<file path="config.mk">
export PLATFORM = sky130hd
export DESIGN_NAME = alu_ext_arbiter_flat
export DESIGN_NICKNAME = d
export VERILOG_FILES = /design/src/rtl/alu_ext_arbiter_pkg.sv /design/src/rtl/alu_ext_arbiter_if.sv /design/src/rtl/alu_ext_arbiter_rr_arb2.sv /design/src/rtl/alu_ext_arbiter.sv /design/src/flat_wrapper.sv
export SDC_FILE = /design/constraint.sdc
export NUM_CORES = 1
export LEC_CHECK = 0
export BUFFER_PORTS_ARGS = -buffer_cell sky130_fd_sc_hd__buf_2
export CAP_MARGIN = 20
export CORE_AREA = 2 2 121 123
export DETAILED_ROUTE_END_ITERATION = 8
export DIE_AREA = 0 0 123 125
export HOLD_SLACK_MARGIN = 0.06
export PLACE_DENSITY = 0.75
export SETUP_SLACK_MARGIN = 0.5
export SYNTH_ARGS = -nofsm -noshare
export SYNTH_HDL_FRONTEND = slang
export SYNTH_SLANG_ARGS = --single-unit
</file>
<file path="constraint.sdc">
create_clock -name clk -period 6.2 [get_ports clk]
set_input_delay 0.62 -clock clk [delete_from_list [all_inputs] [get_ports clk]]
set_output_delay 0.62 -clock clk [all_outputs]
set_load 0.01 [all_outputs]
</file>
<file path="src/rtl/alu_ext_arbiter_pkg.sv">
// rtl/alu_ext_arbiter_pkg.sv - shared func codes and FSM encoding for the extended-ALU arbiter
package alu_ext_arbiter_pkg;

    typedef enum logic [2:0] {
        FUNC_MUL   = 3'b000,
        FUNC_UMUL  = 3'b001,
        FUNC_ADDF  = 3'b010,
        FUNC_SUBF  = 3'b011,
        FUNC_MULF  = 3'b100,
        FUNC_ITF   = 3'b101,
        FUNC_FTI   = 3'b110,
        FUNC_UNDEF = 3'b111
    } func_e;

    typedef enum logic [1:0] {
        ST_IDLE    = 2'b00,
        ST_ISSUE   = 2'b01,
        ST_CAPTURE = 2'b10,
        ST_RESP    = 2'b11
    } state_e;

    function automatic logic func_is_legal(input logic [2:0] func);
        return func != FUNC_UNDEF;
    endfunction

endpackage

</file>
<file path="src/rtl/alu_ext_arbiter_if.sv">
// rtl/alu_ext_arbiter_if.sv - one requester's command and response channel
interface alu_ext_arbiter_if #(
    parameter int DATA_W = 32
);
    logic              valid;
    logic              ready;
    logic [2:0]        func;
    logic [DATA_W-1:0] src1;
    logic [DATA_W-1:0] src0;
    logic              rsp_valid;
    logic              rsp_ready;
    logic [DATA_W-1:0] rsp_data;
    logic              rsp_zr;
    logic              rsp_neg;
    logic              rsp_err;

    modport master (
        output valid, func, src1, src0, rsp_ready,
        input  ready, rsp_valid, rsp_data, rsp_zr, rsp_neg, rsp_err
    );

    modport slave (
        input  valid, func, src1, src0, rsp_ready,
        output ready, rsp_valid, rsp_data, rsp_zr, rsp_neg, rsp_err
    );
endinterface

</file>
<file path="src/rtl/alu_ext_arbiter_rr_arb2.sv">
// rtl/alu_ext_arbiter_rr_arb2.sv - 2-way round-robin grant with a one-bit preference pointer
module rr_arb2 (
    input  logic       clk,
    input  logic       rst_n,
    input  logic [1:0] req,
    input  logic [1:0] accept,
    input  logic       fixed_prio,
    output logic [1:0] gnt
);
    logic prefer1_q;
    logic prefer1_d;

    // Each grant looks only at the other requester, so a grant never depends on its own request.
    always_comb begin
        gnt[0] = ~req[1] | fixed_prio | ~prefer1_q;
        gnt[1] = ~req[0] | (~fixed_prio & prefer1_q);
    end

    always_comb begin
        prefer1_d = prefer1_q;
        if (accept[0]) begin
            prefer1_d = 1'b1;
        end else if (accept[1]) begin
            prefer1_d = 1'b0;
        end
    end

    always_ff @(posedge clk or negedge rst_n) begin
        if (!rst_n) begin
            prefer1_q <= 1'b0;
        end else begin
            prefer1_q <= prefer1_d;
        end
    end
endmodule

</file>
<file path="src/rtl/alu_ext_arbiter.sv">
// rtl/alu_ext_arbiter.sv - shares one extended ALU between two requesters, one op at a time
module alu_ext_arbiter
    import alu_ext_arbiter_pkg::*;
#(
    parameter int                DATA_W     = 32,
    parameter logic [DATA_W-1:0] BAD_RESULT = 32'hDEADDEAD,
    parameter bit                FIXED_PRIO = 1'b0
) (
    input  logic              clk,
    input  logic              rst_n,
    alu_ext_arbiter_if.slave  r0,
    alu_ext_arbiter_if.slave  r1,
    output logic [2:0]        alu_func,
    output logic [DATA_W-1:0] alu_src1,
    output logic [DATA_W-1:0] alu_src0,
    input  logic [DATA_W-1:0] alu_dst,
    input  logic              alu_zr,
    input  logic              alu_neg
);
    state_e            state_q, state_d;
    logic [2:0]        func_q, func_d;
    logic [DATA_W-1:0] src1_q, src1_d;
    logic [DATA_W-1:0] src0_q, src0_d;
    logic              owner_q, owner_d;
    logic [DATA_W-1:0] data_q, data_d;
    logic              zr_q, zr_d;
    logic              neg_q, neg_d;
    logic              err_q, err_d;

    logic [1:0]        req;
    logic [1:0]        gnt;
    logic [1:0]        rdy;
    logic [1:0]        accept;
    logic              acc_any;
    logic              acc_id;
    logic [2:0]        sel_func;
    logic [DATA_W-1:0] sel_src1;
    logic [DATA_W-1:0] sel_src0;
    logic              rsp_hs;

    assign req = {r1.valid, r0.valid};

    rr_arb2 u_arb (
        .clk        (clk),
        .rst_n      (rst_n),
        .req        (req),
        .accept     (accept),
        .fixed_prio (FIXED_PRIO),
        .gnt        (gnt)
    );

    // Readies are held low while reset is asserted so every output is 0 immediately.
    always_comb begin
        rdy      = (state_q == ST_IDLE && rst_n) ? gnt : 2'b00;
        accept   = req & rdy;
        acc_any  = |accept;
        acc_id   = accept[1];
        sel_func = acc_id ? r1.func : r0.func;
        sel_src1 = acc_id ? r1.src1 : r0.src1;
        sel_src0 = acc_id ? r1.src0 : r0.src0;
        rsp_hs   = owner_q ? r1.rsp_ready : r0.rsp_ready;
    end

    always_ff @(posedge clk or negedge rst_n) begin
        if (!rst_n) begin
            state_q <= ST_IDLE;
        end else begin
            state_q <= state_d;
        end
    end

    always_comb begin
        state_d = state_q;
        case (state_q)
            ST_IDLE: begin
                if (acc_any) begin
                    state_d = func_is_legal(sel_func) ? ST_ISSUE : ST_RESP;
                end
            end
            ST_ISSUE:   state_d = ST_CAPTURE;
            ST_CAPTURE: state_d = ST_RESP;
            ST_RESP: begin
                if (rsp_hs) begin
                    state_d = ST_IDLE;
                end
            end
            default:    state_d = ST_IDLE;
        endcase
    end

    // Illegal ops leave the latched operands untouched so the ALU inputs do not move.
    always_comb begin
        func_d  = func_q;
        src1_d  = src1_q;
        src0_d  = src0_q;
        owner_d = owner_q;
        data_d  = data_q;
        zr_d    = zr_q;
        neg_d   = neg_q;
        err_d   = err_q;
        case (state_q)
            ST_IDLE: begin
                if (acc_any) begin
                    owner_d = acc_id;
                    if (func_is_legal(sel_func)) begin
                        func_d = sel_func;
                        src1_d = sel_src1;
                        src0_d = sel_src0;
                        err_d  = 1'b0;
                    end else begin
                        data_d = BAD_RESULT;
                        err_d  = 1'b1;
                        zr_d   = 1'b0;
                        neg_d  = 1'b0;
                    end
                end
            end
            ST_ISSUE: begin
                zr_d  = alu_zr;
                neg_d = alu_neg;
            end
            ST_CAPTURE: begin
                data_d = alu_dst;
            end
            default: ;
        endcase
    end

    always_ff @(posedge clk or negedge rst_n) begin
        if (!rst_n) begin
            func_q  <= 3'b000;
            src1_q  <= '0;
            src0_q  <= '0;
            owner_q <= 1'b0;
            data_q  <= '0;
            zr_q    <= 1'b0;
            neg_q   <= 1'b0;
            err_q   <= 1'b0;
        end else begin
            func_q  <= func_d;
            src1_q  <= src1_d;
            src0_q  <= src0_d;
            owner_q <= owner_d;
            data_q  <= data_d;
            zr_q    <= zr_d;
            neg_q   <= neg_d;
            err_q   <= err_d;
        end
    end

    always_comb begin
        alu_func     = func_q;
        alu_src1     = src1_q;
        alu_src0     = src0_q;

        r0.ready     = rdy[0];
        r1.ready     = rdy[1];

        r0.rsp_valid = (state_q == ST_RESP) && !owner_q;
        r1.rsp_valid = (state_q == ST_RESP) &&  owner_q;

        r0.rsp_data  = owner_q ? '0 : data_q;
        r0.rsp_zr    = owner_q ? 1'b0 : zr_q;
        r0.rsp_neg   = owner_q ? 1'b0 : neg_q;
        r0.rsp_err   = owner_q ? 1'b0 : err_q;

        r1.rsp_data  = owner_q ? data_q : '0;
        r1.rsp_zr    = owner_q ? zr_q  : 1'b0;
        r1.rsp_neg   = owner_q ? neg_q : 1'b0;
        r1.rsp_err   = owner_q ? err_q : 1'b0;
    end
endmodule
</file>
<file path="src/flat_wrapper.sv">
// flat-port wrapper written by rule: the top's interface ports become plain ports
module alu_ext_arbiter_flat import alu_ext_arbiter_pkg::*;
#(
    parameter int                DATA_W     = 32,
    parameter logic [DATA_W-1:0] BAD_RESULT = 32'hDEADDEAD,
    parameter bit                FIXED_PRIO = 1'b0
)
  (clk, rst_n, alu_func, alu_src1, alu_src0, alu_dst, alu_zr, alu_neg, r0_valid, r0_func, r0_src1, r0_src0, r0_rsp_ready, r0_ready, r0_rsp_valid, r0_rsp_data, r0_rsp_zr, r0_rsp_neg, r0_rsp_err, r1_valid, r1_func, r1_src1, r1_src0, r1_rsp_ready, r1_ready, r1_rsp_valid, r1_rsp_data, r1_rsp_zr, r1_rsp_neg, r1_rsp_err);
  alu_ext_arbiter_if #(.DATA_W(DATA_W)) r0_i ();
  alu_ext_arbiter_if #(.DATA_W(DATA_W)) r1_i ();
  input  logic clk;
  input  logic rst_n;
  output logic [2:0] alu_func;
  output logic [DATA_W-1:0] alu_src1;
  output logic [DATA_W-1:0] alu_src0;
  input  logic [DATA_W-1:0] alu_dst;
  input  logic alu_zr;
  input  logic alu_neg;
  input wire logic [$bits(r0_i.valid)-1:0] r0_valid;
  input wire logic [$bits(r0_i.func)-1:0] r0_func;
  input wire logic [$bits(r0_i.src1)-1:0] r0_src1;
  input wire logic [$bits(r0_i.src0)-1:0] r0_src0;
  input wire logic [$bits(r0_i.rsp_ready)-1:0] r0_rsp_ready;
  output wire logic [$bits(r0_i.ready)-1:0] r0_ready;
  output wire logic [$bits(r0_i.rsp_valid)-1:0] r0_rsp_valid;
  output wire logic [$bits(r0_i.rsp_data)-1:0] r0_rsp_data;
  output wire logic [$bits(r0_i.rsp_zr)-1:0] r0_rsp_zr;
  output wire logic [$bits(r0_i.rsp_neg)-1:0] r0_rsp_neg;
  output wire logic [$bits(r0_i.rsp_err)-1:0] r0_rsp_err;
  input wire logic [$bits(r1_i.valid)-1:0] r1_valid;
  input wire logic [$bits(r1_i.func)-1:0] r1_func;
  input wire logic [$bits(r1_i.src1)-1:0] r1_src1;
  input wire logic [$bits(r1_i.src0)-1:0] r1_src0;
  input wire logic [$bits(r1_i.rsp_ready)-1:0] r1_rsp_ready;
  output wire logic [$bits(r1_i.ready)-1:0] r1_ready;
  output wire logic [$bits(r1_i.rsp_valid)-1:0] r1_rsp_valid;
  output wire logic [$bits(r1_i.rsp_data)-1:0] r1_rsp_data;
  output wire logic [$bits(r1_i.rsp_zr)-1:0] r1_rsp_zr;
  output wire logic [$bits(r1_i.rsp_neg)-1:0] r1_rsp_neg;
  output wire logic [$bits(r1_i.rsp_err)-1:0] r1_rsp_err;
  assign r0_i.valid = r0_valid;
  assign r0_i.func = r0_func;
  assign r0_i.src1 = r0_src1;
  assign r0_i.src0 = r0_src0;
  assign r0_i.rsp_ready = r0_rsp_ready;
  assign r0_ready = r0_i.ready;
  assign r0_rsp_valid = r0_i.rsp_valid;
  assign r0_rsp_data = r0_i.rsp_data;
  assign r0_rsp_zr = r0_i.rsp_zr;
  assign r0_rsp_neg = r0_i.rsp_neg;
  assign r0_rsp_err = r0_i.rsp_err;
  assign r1_i.valid = r1_valid;
  assign r1_i.func = r1_func;
  assign r1_i.src1 = r1_src1;
  assign r1_i.src0 = r1_src0;
  assign r1_i.rsp_ready = r1_rsp_ready;
  assign r1_ready = r1_i.ready;
  assign r1_rsp_valid = r1_i.rsp_valid;
  assign r1_rsp_data = r1_i.rsp_data;
  assign r1_rsp_zr = r1_i.rsp_zr;
  assign r1_rsp_neg = r1_i.rsp_neg;
  assign r1_rsp_err = r1_i.rsp_err;
  alu_ext_arbiter #(.DATA_W(DATA_W), .BAD_RESULT(BAD_RESULT), .FIXED_PRIO(FIXED_PRIO)) u_core (.clk(clk), .rst_n(rst_n), .r0(r0_i), .r1(r1_i), .alu_func(alu_func), .alu_src1(alu_src1), .alu_src0(alu_src0), .alu_dst(alu_dst), .alu_zr(alu_zr), .alu_neg(alu_neg));
endmodule
</file>
==> results.sh, run 1 <==
export IMPL_dieArea_um2=15400
export IMPL_netlist_top_cells_area="dfrtp_1 (47%), mux2_2 (23%), mux2_1 (5.9%)"
export IMPL_drive_above_1_share_pct=60.2
export IMPL_syn_area_per_cell_um2=12.3
export IMPL_path_max_fanout=72
export IMPL_finalSetupViolations=0
export IMPL_ant_nets=0
export IMPL_stdcell_area_um2=7650
export IMPL_reg2reg_to="u_core.alu_src1[3]"
export IMPL_insertion_delay_ps=350
export IMPL_num_io_pins=315
export IMPL_drtIter0Drc=133
export IMPL_gr_total_overflow=0
export IMPL_die_h_um=125
export IMPL_fin_crit_sh_pct=56.4
export IMPL_cts_resized=0
export IMPL_clk_pin_slew_ps=70
export IMPL_mappedNetlistArea_um2=5690
export IMPL_crit_path_top_delay_cell="buf_4"
export IMPL_crit_buf_inv=3
export IMPL_synth_edf_count=0
export IMPL_start_util_pct=40.1
export IMPL_first_global_vias=4507
export IMPL_crit_arrival_ps=3730
export IMPL_synth_distinct_cells=38
export IMPL_fin_nets=942
export IMPL_drv_cap=0
export IMPL_antenna_found_initial=0
export IMPL_tns_ps=0
export IMPL_coreArea_um2=14200
export IMPL_insertedDiodeCount=0
export IMPL_synthTopCellsByCount="mux2_2 (116), dfrtp_1 (106), and2_1 (36)"
export IMPL_cp_top_family="buffers and inverters"
export IMPL_grt_setup_unrepaired="no"
export IMPL_gp_congestion=0.740
export IMPL_htreeDepth=3
export IMPL_grt_max_degree=75
export IMPL_die_x_um=123
export IMPL_yosysMostFrequentCell="mux2_2"
export IMPL_slew_headroom_pct=31.0
export IMPL_yosysSeqAreaShare_pct=46.6
export IMPL_cts_root_buf="clkbuf_16"
export IMPL_yosysTopAreaCellShare_pct=46.6
export IMPL_crit_end="u_core.alu_src1[3]"
export IMPL_post_cts_buffers=0
export IMPL_num_vias=4535
export IMPL_critPathLaunch="u_core.state_q[0]"
export IMPL_dr_pass1_iters=4
export IMPL_fin_crit_ps=3500
export IMPL_grt_pass1_wl_mm=22.5
export IMPL_cts_tree="yes"
export IMPL_synthCells=462
export IMPL_clockBufferDepth=2
export IMPL_status="finished clean"
export IMPL_cts_buffers=9
export IMPL_critPathMaxStageDelay_ps=680
export IMPL_irDropWorstVdd_v=0.000227
export IMPL_detailed_place_area_um2=7350
export IMPL_dp_hpwl_mm=10.9
export IMPL_setup_worst_path_end_class="flip-flop"
export IMPL_p_per_area_nw_per_um2=436
export IMPL_max_freq_ghz=0.286
export IMPL_wl_per_cell_um=15.3
export IMPL_crit_type="reg2reg"
export IMPL_synth_area_leader_cell="dfrtp_1"
export IMPL_hp_class="in2async"
export IMPL_cp_common_cell="buf_4"
export IMPL_clock_sinks=106
export IMPL_rows=44
export IMPL_syn_nets=641
export IMPL_slew_viol_final=0
export IMPL_r2r_cells=8
export IMPL_crit_cells=8
export IMPL_reg2reg_slack_ps=2700
export IMPL_via_per_inst=4.76
export IMPL_drt_total_wl_mm=14.5
export IMPL_ys_warn_count=0
export IMPL_io_buffers=314
export IMPL_async_reset_ff_share_pct=100
export IMPL_hold_buffers=0
export IMPL_grt_usage_pct=18.7
export IMPL_r2r_start="u_core.state_q[0]"
export IMPL_critPathLaunchType="flip-flop"
export IMPL_synth_flop_cell="dfrtp_1"
export IMPL_total_power_mw=3.34
export IMPL_skew_ps=5.36
export IMPL_hold_ws_ps=296
export IMPL_synth_seq_cells=106
export IMPL_worst_pin_slew_ps=1040
export IMPL_syn_to_final_growth_pct=34.4
export IMPL_drc_errors=0
export IMPL_p_leak_nw=3.79
export IMPL_crit_path_cell_trace="inv_1 -> ha_1 -> nand2_2 -> or3_2 -> buf_4 -> a211oi_4 -> buf_4 -> mux2_2"
export IMPL_required_ps=6430
export IMPL_final_hold_viol_count=0
==> where the power goes <==
group	internal [mW]	leakage, nW	switching, mW
clock network	0.327	0.142	0.262
registers	0.997	1.22	0.208
logic	0.780	2.43	0.765
==> per-layer routing <==
| metal | track usage (%) | share of wire, % | vias up |
|---|---|---|---|
| met3 | 6.11 | 9.7 | 16 |
| met1 | 22.7 | 40 | 2127 |
| met5 | 0 | 0 | - |
| li1 | - | - | 2187 |
| met4 | 6.82 | 1.7 | 0 |
| met2 | 30.9 | 48 | 205 |
==> metrics by stage <==
step | std cells | worst slack (ps) | utilization [%]
6_report | 952 | 2700 | 53.9
5_1_grt | 952 | 2380 | 53.9
4_1_cts | 952 | 2590 | 53.9
3_5_place_dp | 936 | 2220 | 51.7
3_3_place_gp | 936 | 2260 | 51.7
2_1_floorplan | 462 | 3820 | -
==> cells by family after synthesis <==
family | share of synthesized area (%)
multiplexers | 32.4
AND/OR/NAND/NOR | 12.8
flip-flops | 46.6
buffers and inverters | 4.42
AO/OA/AOI/OAI | 2.66
adder cells (fa/ha/maj) | 1.10
==> worst min-delay path by stage <==
| stage | startpoint | slack, ps | endpoint | cells after the start |
|---|---|---|---|---|
| floorplan | rst_n | 320 | u_core.alu_func[0] | 0 |
| global placement | u_core.alu_src0[12] | 460 | u_core.alu_src0[12] | 1 |
| detailed placement | u_core.alu_src1[27] | 470 | u_core.alu_src1[27] | 1 |
| CTS | rst_n | 320 | u_core.data_q[21] | 1 |
| global route | rst_n | 350 | u_core.data_q[21] | 1 |
| finish | rst_n | 300 | u_core.data_q[21] | 1 |
==> registers in the layout, summed over array words and instances (netlist names) <==
register                count
u_core.alu_src0            32
u_core.neg_q                1
u_core.zr_q                 1
u_core.err_q                1
u_core.data_q              32
u_core.u_arb.prefer1_q      1
u_core.state_q              2
u_core.alu_src1            32
u_core.alu_func             3
u_core.owner_q              1
==> cell usage in the layout, fill, tap and decap left out, types with 12 or more instances in the layout <==
master / netlist / layout
mux2i_1: 14 / 14
nand2_1: 16 / 16
buf_2: 6 / 313
nand2b_1: 22 / 22
mux2_1: 30 / 30
mux2_2: 116 / 116
inv_1: 14 / 14
nor2b_1: 28 / 28
nor2_1: 12 / 12
dfrtp_1: 106 / 105
and2_1: 36 / 36
==> final cells by class <==
class                           instances  area (um^2)
Tap cell                              184          230
Clock inverter                          5         62.6
Clock buffer                           11          243
Timing Repair Buffer                  319         1610
Inverter                               15         56.3
Sequential cell                       106         2650
Multi-Input combinational cell        312         2790
Fill cell                            1270         6550
Note: power is estimated with default switching activity, not from simulation.
==> run 2: changes to the inputs <==
--- a/config.mk
+++ b/config.mk
@@ -7,11 +7,11 @@
 export LEC_CHECK = 0
 export BUFFER_PORTS_ARGS = -buffer_cell sky130_fd_sc_hd__buf_2
 export CAP_MARGIN = 20
-export CORE_AREA = 2 2 121 123
+export CORE_AREA = 2 2 123 125
 export DETAILED_ROUTE_END_ITERATION = 8
-export DIE_AREA = 0 0 123 125
+export DIE_AREA = 0 0 125 127
 export HOLD_SLACK_MARGIN = 0.06
-export PLACE_DENSITY = 0.75
+export PLACE_DENSITY = 0.73
 export SETUP_SLACK_MARGIN = 0.5
 export SYNTH_ARGS = -nofsm -noshare
 export SYNTH_HDL_FRONTEND = slang
==> constraint.sdc (replaced) <==
create_clock -name clk -period 3.7 [get_ports clk]
set_input_delay 0.37 -clock clk [delete_from_list [all_inputs] [get_ports clk]]
set_output_delay 0.37 -clock clk [all_outputs]
set_load 0.01 [all_outputs]
==> run 2 against run 1 <==
Net effect: sequential power up 68%; critical path depth down 1; total power up 64%; critical path type is now in2reg; global-route usage down 0.42 points; first-iteration DRC count down 18%.
==> results.sh, run 2 (synthesis results as in run 1) <==
export IMPL_dr_pass1_iters=4
export IMPL_antenna_found_initial=1
export IMPL_clockBufferDepth=2
export IMPL_pre_cts_ws_ps=892
export IMPL_required_ps=3920
export IMPL_io_buffers=314
export IMPL_p_leak_nw=3.78
export IMPL_reg2reg_to="u_core.alu_src1[10]"
export IMPL_critPathLaunchType="input port"
export IMPL_grt_pass1_wl_mm=23.2
export IMPL_setup_worst_path_end_class="flip-flop"
export IMPL_first_global_vias=4542
export IMPL_syn_to_final_growth_pct=34.3
export IMPL_grt_usage_pct=18.3
export IMPL_seq_area_um2=2650
export IMPL_slew_viol_final=0
export IMPL_clock_sinks=106
export IMPL_critPathMaxStageDelay_ps=550
export IMPL_detailed_place_area_um2=7360
export IMPL_p_sw_share_pct=37.0
export IMPL_irDropWorstVdd_v=0.000295
export IMPL_final_common_cell="buf_2"
export IMPL_die_x_um=125
export IMPL_crit_path_top_delay_cell="dlygate4sd3_1"
export IMPL_status="finished clean"
export IMPL_drc_errors=0
export IMPL_slew_headroom_pct=34.2
export IMPL_rows=44
export IMPL_gp_congestion=0.759
export IMPL_htreeDepth=3
export IMPL_setup_slack_ps=711
export IMPL_ant_nets=0
export IMPL_skew_ps=8.67
export IMPL_reg2reg_slack_ps=900
export IMPL_hp_class="in2reg"
export IMPL_dp_hpwl_mm=11.1
export IMPL_crit_arrival_ps=3210
export IMPL_grt_setup_unrepaired="no"
export IMPL_insertion_delay_ps=350
export IMPL_num_vias=4560
export IMPL_p_int_mw=3.46
export IMPL_cts_root_buf="clkbuf_16"
export IMPL_num_io_pins=315
export IMPL_multi_input_area_um2=2790
export IMPL_fin_crit_sh_pct=80.8
export IMPL_final_cell_mix="buf_2 (313), mux2_2 (116), dfrtp_1 (105), and2_1 (36), mux2_1 (30)"
export IMPL_crit_type="in2reg"
export IMPL_gr_total_overflow=0
export IMPL_cp_common_cell="buf_4"
export IMPL_fin_nets=943
export IMPL_drtIter0Drc=109
export IMPL_p_seq_share_pct=36.7
export IMPL_die_h_um=127
export IMPL_tns_ps=0
export IMPL_min_from="alu_dst[1]"
export IMPL_switchingPower_mw=2.03
export IMPL_drv_cap=0
export IMPL_crit_path_cell_trace="dlygate4sd3_1 -> buf_4 -> nand2_2 -> or3_2 -> buf_4 -> mux2_2 -> mux2_1"
export IMPL_hold_ws_ps=272
export IMPL_coreArea_um2=14400
export IMPL_worst_pin_slew_ps=987
export IMPL_drive_above_1_share_pct=59.9
export IMPL_p_clk_share_pct=16.4
export IMPL_worstHoldPathCells=3
export IMPL_finalSetupViolations=0
export IMPL_fin_crit_ps=2990
export IMPL_hold_end="u_core.data_q[1]"
export IMPL_stdcell_area_um2=7640
export IMPL_via_per_inst=4.78
export IMPL_r2r_start="u_core.state_q[0]"
export IMPL_final_hold_viol_count=0
export IMPL_fillCellCount=1300
export IMPL_cts_buffers=9
export IMPL_combPwrFrac_pct=46.9
export IMPL_r2r_cells=7
export IMPL_wl_per_cell_um=15.3
export IMPL_clk_pin_slew_ps=70
export IMPL_total_power_mw=5.49
export IMPL_max_freq_ghz=0.335
export IMPL_drt_total_wl_mm=14.6
export IMPL_p_per_area_nw_per_um2=718
export IMPL_grt_max_degree=77
export IMPL_start_util_pct=39.5
export IMPL_dieArea_um2=15900
export IMPL_path_max_fanout=71
export IMPL_cts_resized=0
export IMPL_cts_tree="yes"
run 2: cell types whose count changed in the layout (fill, tap and decap cells not counted):
| cell | delta |
|---|---|
| clkinvlp_4 | +1 |
| buf_12 | +1 |
| inv_6 | -1 |
| diode_2 | +1 |
| clkbuf_1 | +1 |
| dlygate4sd3_1 | +1 |
| clkinv_2 | +1 |
| bufinv_16 | -1 |
| buf_4 | -1 |
| clkinv_4 | -1 |
run 2: what timing repair did:
| item | 4_1_cts | 5_1_grt |
|---|---|---|
| setup buffers | 0 | 0 |
| hold endpoints to repair | 30 | 0 |
| hold buffers | 1 | 0 |
run 2: area by class of cell:
class / instances / share of cell area [%]
Timing Repair Buffer: 320 / 21.4
Antenna cell: 1 / 0.0327
Clock buffer: 12 / 3.22
Multi-Input combinational cell: 312 / 36.5
Sequential cell: 106 / 34.7
Inverter: 15 / 0.736
Clock inverter: 4 / 0.360
Tap cell: 184 / 3.01
run 2: power by group through the flow:
stage                     Combinational (mW)  Sequential (mW)  Clock, mW
after floorplan                         1.50             2.10          0
after global placement                  2.58             2.02          0
after detailed placement                2.62             2.02          0
after CTS                               2.62             2.02      0.928
after global routing                    2.82             2.10      0.976
final                                   2.57             2.01      0.899
run 2: stage by stage:
step           std cells  util [%]
2_1_floorplan        462         -
3_3_place_gp         936      51.0
3_5_place_dp         936      51.0
4_1_cts              953      53.0
5_1_grt              954      53.0
6_report             954      53.0
run 2: critical path, delay by kind of cell:
kind / cells / cell delay, ps
AND/OR/NAND/NOR: 2 / 730
multiplexers: 2 / 680
buffers and inverters: 3 / 1340
run 2: how the worst max path moves through the flow:
stage                            from                  end  depth (start not counted)
finish                          rst_n  u_core.alu_src1[10]                          7
global route                    rst_n  u_core.alu_src1[10]                          7
CTS                             rst_n  u_core.alu_src1[10]                          7
detailed placement              rst_n   u_core.alu_src1[9]                          6
global placement                rst_n  u_core.alu_src1[10]                          6
floorplan           u_core.state_q[0]  u_core.alu_src1[12]                          9
run 2: per-layer routing:
metal | track usage [%] | routed length, um | vias up
li1 | - | - | 2189
met1 | 21.7 | 5850 | 2143
met2 | 30.6 | 6940 | 207
met3 | 6.91 | 1530 | 21
met4 | 6.41 | 308 | 0
met5 | 0 | 0 | -
==> run 3: changes to the inputs <==
==> constraint.sdc (replaced) <==
create_clock -name clk -period 3 [get_ports clk]
set_input_delay 0.3 -clock clk [delete_from_list [all_inputs] [get_ports clk]]
set_output_delay 0.3 -clock clk [all_outputs]
set_load 0.01 [all_outputs]
==> run 3 against run 2 <==
Net effect: clock skew shrank 1.8 ps; via count shrank 0.72%; sequential share of layout area down 0.59 points; setup slack lost 95 ps; combinational power rose by 30%; sequential power rose by 20%; cell area up 1.7%; first-iteration DRC count is 8.3% higher; wire length rose by 3.8%; die area unchanged; highest routed layer unchanged.
==> results.sh, run 3 (synthesis results as in run 1) <==
export IMPL_gr_usage_met3_pct=6.70
export IMPL_path_max_fanout=71
export IMPL_critPathLaunchType="flip-flop"
export IMPL_stdcell_area_um2=7780
export IMPL_total_power_mw=6.98
export IMPL_crit_buf_inv=2
export IMPL_worst_pin_slew_ps=793
export IMPL_crit_path_cell_trace="inv_2 -> ha_4 -> nand2_2 -> or3_4 -> buf_6 -> mux2_2 -> mux2_1"
export IMPL_dr_pass1_iters=4
export IMPL_start_util_pct=39.5
export IMPL_insertion_delay_ps=350
export IMPL_rows=44
export IMPL_hp_class="in2async"
export IMPL_drt_total_wl_mm=15.2
export IMPL_crit_arrival_ps=2610
export IMPL_crit_type="reg2reg"
export IMPL_clockBufferDepth=2
export IMPL_drtIter0Drc=118
export IMPL_critPathMaxStageDelay_ps=500
export IMPL_drv_cap=0
export IMPL_io_buffers=314
export IMPL_hold_buffers=0
export IMPL_first_global_vias=4748
export IMPL_final_common_cell="buf_2"
export IMPL_num_vias=4527
export IMPL_ant_nets=0
export IMPL_required_ps=3230
export IMPL_p_per_area_nw_per_um2=898
export IMPL_dieArea_um2=15900
export IMPL_die_x_um=125
export IMPL_drc_errors=0
export IMPL_grt_pass1_wl_mm=24.4
export IMPL_dp_hpwl_mm=11.3
export IMPL_cts_buffers=9
export IMPL_clk_pin_slew_ps=70
export IMPL_slew_headroom_pct=47.1
export IMPL_setup_worst_path_end_class="flip-flop"
export IMPL_grt_setup_unrepaired="no"
export IMPL_crit_path_top_delay_cell="buf_6"
export IMPL_fillCellCount=1315
export IMPL_clock_sinks=106
export IMPL_via_per_inst=4.73
export IMPL_syn_to_final_growth_pct=36.6
export IMPL_reg2reg_slack_ps=620
export IMPL_skew_ps=6.86
export IMPL_irDropWorstVdd_v=0.000488
export IMPL_wl_per_cell_um=15.8
export IMPL_detailed_place_area_um2=7370
export IMPL_final_cell_mix="buf_2 (313), mux2_2 (116), dfrtp_1 (105), and2_1 (36), mux2_1 (30)"
export IMPL_placedCellCount=938
export IMPL_die_h_um=127
export IMPL_fin_crit_ps=2380
export IMPL_num_io_pins=315
export IMPL_fin_nets=947
export IMPL_status="finished clean"
export IMPL_gp_congestion=0.741
export IMPL_final_hold_viol_count=0
export IMPL_tns_ps=0
export IMPL_final_cells=958
export IMPL_slew_viol_final=0
export IMPL_p_leak_nw=3.85
export IMPL_fin_crit_sh_pct=79.4
export IMPL_grt_usage_pct=19.3
export IMPL_antenna_found_initial=0
export IMPL_finalSetupViolations=0
export IMPL_cts_root_buf="clkbuf_16"
export IMPL_grt_max_degree=72
export IMPL_coreArea_um2=14400
export IMPL_cp_top_family="multiplexers"
export IMPL_grt_util_met2_pct=32.7
export IMPL_grt_met1_usage_pct=22.8
export IMPL_max_freq_ghz=0.420
export IMPL_hold_ws_ps=79.6
export IMPL_htreeDepth=3
export IMPL_drive_above_1_share_pct=60.9
export IMPL_cts_tree="yes"
export IMPL_grt_most_used_layer="met2"
export IMPL_gr_total_overflow=0
## run 3: cell count changes in the layout (fill, tap and decap cells not counted), moves of 2 or more
cell        previous run  this run
buf_16                 0         2
buf_6                  0         2
inv_1                 14        12
clkinv_4               0         2
clkinvlp_4             3         0
inv_2                  1         3
clkbuf_1               2         0
## run 3: worst paths after layout
kind | depth (start not counted) | startpoint | endpoint
max | 7 | u_core.state_q[1] | u_core.alu_src1[11]
min | 2 | rst_n | u_core.alu_src1[25]
max reg2reg | 7 | u_core.state_q[1] | u_core.alu_src1[11]
min reg2reg | 1 | u_core.alu_src1[29] | u_core.alu_src1[29]
max in group asynchronous | 3 | rst_n | u_core.owner_q
min in group clk | 3 | alu_dst[1] | u_core.data_q[1]
## run 3: metal layers
metal  vias up  share of wire, %  wire (um)
met5         -                 0          0
met2       204                48       7340
met1      2108                41       6190
li1       2197                 -          -
met3        18               9.0       1370
met4         0               1.9        284
## run 3: cell type report
cell class	count	area (um^2)	area share, %
inverters	15	56.3	0.724
clock buffers	11	253	3.25
diodes	1	2.50	0.0322
flip-flops and latches	106	2650	34.1
clock inverters	5	61.3	0.788
well taps	184	230	2.96
multi-input cells	312	2810	36.1
repair buffers	324	1710	22.0
## run 3: power breakdown
group | internal (mW) | switching, mW | total (mW)
sequential | 2.06 | 0.354 | 2.42
combinational | 1.67 | 1.66 | 3.33
clock | 0.698 | 0.536 | 1.23
## run 3: per-stage QoR
| stage | util (%) | worst slack (ps) |
|---|---|---|
| after detailed placement | 51.1 | 209 |
| after global placement | 51.1 | 311 |
| final | 53.9 | 617 |
| after global routing | 53.9 | 517 |
| after CTS | 53.9 | 567 |
| after floorplan | - | 623 |
## run 3: repair_timing
action                     4_1_cts  5_1_grt
pin swaps                        1        0
setup endpoints to repair       65        7
setup buffers                    1        0
gates cloned                     2        0
gates resized for setup          8        1
